$ cat src/rtl/max_pool_3_bram_reader.sv
// Read-side master for the max_pool_3 result BRAM. Drains NUM_WORDS words over BRAM port B and
// streams them in order on a valid/ready interface, using a credit-controlled output FIFO.
module max_pool_3_bram_reader #(
    parameter logic [31:0] BASE_ADDR    = 32'h0000_0000,
    parameter int          NUM_WORDS    = 1024,
    parameter int          READ_LATENCY = 1,
    parameter int          FIFO_DEPTH   = 4
) (
    input  logic        clk,
    input  logic        rst,
    input  logic        start,
    output logic        busy,
    output logic        done,
    output logic [31:0] bram_addr,
    output logic        bram_en,
    output logic [3:0]  bram_we,
    output logic [31:0] bram_din,
    input  logic [31:0] bram_dout,
    output logic [31:0] m_data,
    output logic        m_valid,
    input  logic        m_ready,
    output logic        m_last
);

    localparam int DATA_W = 32;
    localparam int IDX_W  = (NUM_WORDS > 1) ? $clog2(NUM_WORDS) : 1;
    localparam int PTR_W  = (FIFO_DEPTH > 1) ? $clog2(FIFO_DEPTH) : 1;
    localparam int CNT_W  = $clog2(FIFO_DEPTH + 1);
    localparam logic [IDX_W-1:0] LAST_IDX = IDX_W'(NUM_WORDS - 1);

    typedef enum logic [1:0] {
        S_IDLE  = 2'd0,
        S_READ  = 2'd1,
        S_DRAIN = 2'd2,
        S_DONE  = 2'd3
    } state_t;

    state_t r_state;
    state_t w_state_nxt;

    logic [IDX_W-1:0]        r_idx;
    logic [31:0]             r_addr_hold;
    logic [READ_LATENCY-1:0] r_vld_p;
    logic [READ_LATENCY-1:0] r_lst_p;

    logic [DATA_W:0]         r_mem [FIFO_DEPTH];
    logic [PTR_W-1:0]        r_wr_ptr;
    logic [PTR_W-1:0]        r_rd_ptr;
    logic [CNT_W-1:0]        r_count;

    logic                    w_issue;
    logic                    w_last_issue;
    logic                    w_push;
    logic                    w_pop;
    logic [CNT_W:0]          w_inflight;
    logic [CNT_W:0]          w_credit_used;
    logic [31:0]             w_cur_addr;
    logic [DATA_W:0]         w_head;

    function automatic logic [PTR_W-1:0] ptr_inc(input logic [PTR_W-1:0] p);
        return (p == PTR_W'(FIFO_DEPTH - 1)) ? '0 : p + PTR_W'(1);
    endfunction

    // Credit: reads in flight plus stored entries; a same-cycle pop is deliberately not credited.
    always_comb begin
        w_inflight = '0;
        for (int i = 0; i < READ_LATENCY; i++) begin
            w_inflight = w_inflight + (CNT_W+1)'(r_vld_p[i]);
        end
        w_credit_used = w_inflight + (CNT_W+1)'(r_count);
    end

    assign w_issue      = (r_state == S_READ) && (w_credit_used < (CNT_W+1)'(FIFO_DEPTH));
    assign w_last_issue = w_issue && (r_idx == LAST_IDX);
    assign w_cur_addr   = BASE_ADDR + (32'(r_idx) << 2);
    assign w_push       = r_vld_p[READ_LATENCY-1];
    assign w_head       = r_mem[r_rd_ptr];
    assign m_valid      = (r_count != '0);
    assign w_pop        = m_valid && m_ready;

    always_comb begin
        w_state_nxt = r_state;
        busy        = 1'b0;
        done        = 1'b0;
        case (r_state)
            S_IDLE: begin
                if (start) w_state_nxt = S_READ;
            end
            S_READ: begin
                busy = 1'b1;
                if (w_last_issue) w_state_nxt = S_DRAIN;
            end
            S_DRAIN: begin
                busy = 1'b1;
                if (w_pop && w_head[DATA_W]) w_state_nxt = S_DONE;
            end
            S_DONE: begin
                done        = 1'b1;
                w_state_nxt = S_IDLE;
            end
            default: w_state_nxt = S_IDLE;
        endcase
    end

    // Control state: FSM, read index, in-flight tracker, FIFO pointers.
    always_ff @(posedge clk) begin
        if (rst) begin
            r_state     <= S_IDLE;
            r_idx       <= '0;
            r_addr_hold <= '0;
            r_vld_p     <= '0;
            r_wr_ptr    <= '0;
            r_rd_ptr    <= '0;
            r_count     <= '0;
        end else begin
            r_state <= w_state_nxt;
            if (r_state == S_IDLE && start) begin
                r_idx <= '0;
            end else if (w_issue) begin
                r_idx <= r_idx + IDX_W'(1);
            end
            if (w_issue) r_addr_hold <= w_cur_addr;
            r_vld_p <= READ_LATENCY'({r_vld_p, w_issue});
            if (w_push) r_wr_ptr <= ptr_inc(r_wr_ptr);
            if (w_pop)  r_rd_ptr <= ptr_inc(r_rd_ptr);
            case ({w_push, w_pop})
                2'b10:   r_count <= r_count + CNT_W'(1);
                2'b01:   r_count <= r_count - CNT_W'(1);
                default: r_count <= r_count;
            endcase
        end
    end

    // Capture stage: last flag rides alongside the read so it is bound to the word, not a count.
    always_ff @(posedge clk) begin
        r_lst_p <= READ_LATENCY'({r_lst_p, w_last_issue});
        if (w_push) r_mem[r_wr_ptr] <= {r_lst_p[READ_LATENCY-1], bram_dout};
    end

    assign bram_en   = w_issue;
    assign bram_addr = w_issue ? w_cur_addr : r_addr_hold;
    assign bram_we   = 4'b0000;
    assign bram_din  = '0;
    assign m_data    = m_valid ? w_head[DATA_W-1:0] : '0;
    assign m_last    = m_valid & w_head[DATA_W];

endmodule
$ cat config.mk
export PLATFORM = sky130hd
export DESIGN_NAME = max_pool_3_bram_reader
export DESIGN_NICKNAME = d
export VERILOG_FILES = /design/src/rtl/max_pool_3_bram_reader.sv
export SDC_FILE = /design/constraint.sdc
export NUM_CORES = 1
export LEC_CHECK = 0
export BUFFER_PORTS_ARGS = -buffer_cell sky130_fd_sc_hd__clkbuf_2
export CAP_MARGIN = 20
export CELL_PAD_IN_SITES_DETAIL_PLACEMENT = 1
export CELL_PAD_IN_SITES_GLOBAL_PLACEMENT = 1
export CORE_UTILIZATION = 49
export DETAILED_ROUTE_END_ITERATION = 12
export GPL_TIMING_DRIVEN = 0
export PLACE_DENSITY_LB_ADDON = 0.1
export SETUP_SLACK_MARGIN = 0.02
export SLEW_MARGIN = 20
export SYNTH_ARGS = -nofsm -noshare
export SYNTH_HDL_FRONTEND = slang
export SYNTH_SLANG_ARGS = --single-unit
$ cat constraint.sdc
create_clock -name clk -period 4.4 [get_ports clk]
set_input_delay 0 -clock clk [delete_from_list [all_inputs] [get_ports clk]]
set_output_delay 0 -clock clk [all_outputs]
set_load 0.02 [all_outputs]
==> results.py <==
metrics = {
    "grt": {
        "grt_max_degree": 27,
        "grt_use_total_pct": 22.2,
        "grt_pass1_vias": 4826,
        "grt_pass1_wl_mm": 26.1,
        "overflow": 0,
        "antenna_found_initial": 0,
    },
    "routing": {
        "wl_per_cell_um": 18.3,
        "postRouteAntennaNets": 0,
        "drt-total-wl_mm": 16.3,
        "route.vias.total": 4469,
        "firstDrtPassIters": 9,
        "viasPerCell": 5.02,
        "route.detailed.drc": 9,
        "drt_iter0_drc": 221,
    },
    "hold_path": {
        "holdPathStages": 4,
        "hp-start": "m_ready",
        "min_path_type": "input port to flop",
    },
    "layout": {
        "diodes": 0,
        "final-instance-count-excl-fill": 891,
        "fillers": 1447,
        "register_area_um2": 5060,
        "drive_above_1_share_pct": 30.6,
        "area_growth_pct": 25.4,
        "finalNetCount": 743,
        "multiInputGateArea_um2": 2150,
    },
    "timing": {
        "hold_ws_ps": 24.9,
        "rsz0062_at_grt": "false",
        "clock_skew_ps": 6.71,
        "period_needed_ps": 2570,
        "setup_viol": 0,
        "final_hold_viol_count": 0,
        "fmax_mhz": 389,
        "fin_tns_setup_ps": 0,
        "period_share_pct": 58.5,
        "drv_slew": 0,
        "worst_pin_slew_ps": 638,
        "max_slew_margin_pct": 57.5,
    },
    "synth": {
        "syn-mean-instance-area_um2": 15.0,
        "yosys-top-cells-area": "edfxtp_1, dfxtp_1, mux4_2",
        "synth_cell_types": 30,
        "ys_async_sr_fraction_pct": 0,
        "yosysTopAreaCell": "edfxtp_1",
        "synth_warnings": 0,
        "synth.most_common_cell": "edfxtp_1",
        "synthesis.area_um2": 7490,
        "yosys-top-cells-count": "edfxtp_1, and2_1, dfxtp_1",
        "synth_edf_count": 132,
        "synthCells": 500,
        "ys_ff_latch": 187,
        "synth_top_area_share_pct": 52.9,
        "synth_flop_cell": "edfxtp_1",
        "ys_seq_area_share_pct": 67.6,
    },
    "placed_design": {
        "hpwl_mm": 10.6,
        "placedCellCount": 826,
        "globalplace.congestion": 0.715,
        "io_buffers": 103,
    },
    "setup_path": {
        "critPathMaxFanout": 10,
        "reg2reg_from": "r_count[0]",
        "worstSetupStartpointType": "flop",
        "reg2reg_to": "r_count[2]",
        "critical_path_class": "flop to output pin",
        "crit_required_ps": 4400,
        "r2r_setup_slack_ps": 2160,
        "arrival_ps": 2570,
        "cp-end-kind": "output pin",
        "r2r_cells": 8,
    },
    "power": {
        "p_per_area_nw_per_um2": 513,
        "ir_drop_mv": 0.276,
        "power_mw": 4.82,
        "p_leak_nw": 3.75,
    },
    "cts": {
        "numCtsBuffers": 17,
        "cts.sinks": 187,
        "path_clk_slew_ps": 70,
        "cts-root-buf": "clkbuf_16",
        "cts_tree": "built",
        "clockBufferDepth": 2,
        "postCtsResizedCells": 0,
        "clkLatencyLatePin_ps": 430,
        "htree_levels": 4,
        "cts_setup_buffers": 0,
    },
    "floorplan": {
        "core_area_um2": 14700,
        "initial_core_util_pct": 50.9,
        "die-area_um2": 15800,
        "io-pin-count": 141,
        "die_w_um": 126,
        "die_y_um": 126,
        "rows": 44,
    },
    "outcome": {
        "violations": "DRC",
        "status": "finished, violations left",
    },
    "run": {
        "drv_cap": 0,
    },
}
kinds of logic (layout without fill, tap and decap cells):
logic type | Yosys count | in the layout | share of synthesized area (%)
adders and majority gates | 13 | 13 | 2.27
DFF | 187 | 187 | 67.6
buffers and inverters | 71 | 243 | 5.45
xor gates and xnor gates | 7 | 7 | 0.819
and+or+nand+nor | 166 | 166 | 12.0
other | 1 | 36 | 0.0501
AOI/OAI and AO/OA | 19 | 19 | 1.40
muxes | 36 | 36 | 10.3
how the worst max path moves through the flow:
stage	start	to	slack (ps)	cells past startpoint
CTS	r_state[1]	bram_addr[22]	1770	8
global route	r_state[1]	bram_addr[28]	1590	8
floorplan	r_count[0]	r_count[2]	2510	8
global placement	r_wr_ptr[0]	r_mem[0][8]	1980	3
finish	r_state[1]	bram_addr[22]	1830	8
detailed placement	r_state[1]	bram_addr[22]	2220	8
state kept, by name, indices dropped and copies added, names as in the netlist, named ones only:
register     count
r_mem          132
r_addr_hold     32
r_idx           10
r_count          3
r_rd_ptr         2
r_state          2
r_wr_ptr         2
r_lst_p          1
r_vld_p          1
metal layers:
layer / vias to the layer above / global-route usage, % / wire length, um
met2: 122 / 39.4 / 8970
met5: - / 0 / 0
li1: 2118 / - / -
met3: 17 / 4.76 / 699
met1: 2212 / 25.9 / 6390
met4: 0 / 9.90 / 231
final cells by class:
class,count,area share (%)
plain buffers,58,3.82
clock buffers,17,4.53
clock inverters,15,1.82
inverters,13,0.520
multi-input cells,277,22.9
flip-flops and latches,187,53.9
well taps,184,2.45
repair buffers,140,10.0
through the flow:
| stage | setup slack, ps | util (%) | instance area, um^2 |
|---|---|---|---|
| floorplan | 2510 | - | 7620 |
| global placement | 1980 | 56.9 | 8370 |
| detailed placement | 2220 | 57.6 | 8470 |
| CTS | 1770 | 63.9 | 9390 |
| global route | 1590 | 63.9 | 9390 |
| finish | 1830 | 63.9 | 9390 |
placed cells by master (no fill, tap or decap), drive strengths merged:
master / count
nor3: 4
and2b: 2
edfxtp: 132
and2: 70
clkbuf: 137
bufinv: 3
mux4: 33
fa: 1
o211a: 1
nand2: 39
or4: 1
and3: 22
inv: 16
clkinvlp: 3
mux2i: 3
dlygate4sd3: 33
dfxtp: 55
o21ai: 7
buf: 45
a21boi: 1
conb: 36
ha: 12
nor2: 15
a21oi: 9
xnor2: 2
xor2: 5
clkinv: 6
or3: 5
nand4: 4
and4: 1
o21a: 1
nand3: 3
repair_timing:
| item | 4_1_cts | 5_1_grt |
|---|---|---|
| hold buffers | 33 | 0 |
| setup endpoints to repair | 0 | 0 |
| hold endpoints to repair | 134 | 0 |
power breakdown:
group	internal, mW	switching, mW	leakage [nW]	total, mW
clock network	0.893	0.661	0.285	1.55
logic	0.465	0.753	1.84	1.22
registers	1.99	0.0530	1.63	2.04
worst max-delay path, cell delays in order (launching register included):
cell      delay, ps
dfxtp_1         390
inv_1           100
ha_1            190
and2b_2         210
nand2_1         130
clkbuf_1        440
clkbuf_1        340
and2_1          190
clkbuf_2        160
No activity file was read; power rests on OpenSTA's default activity.
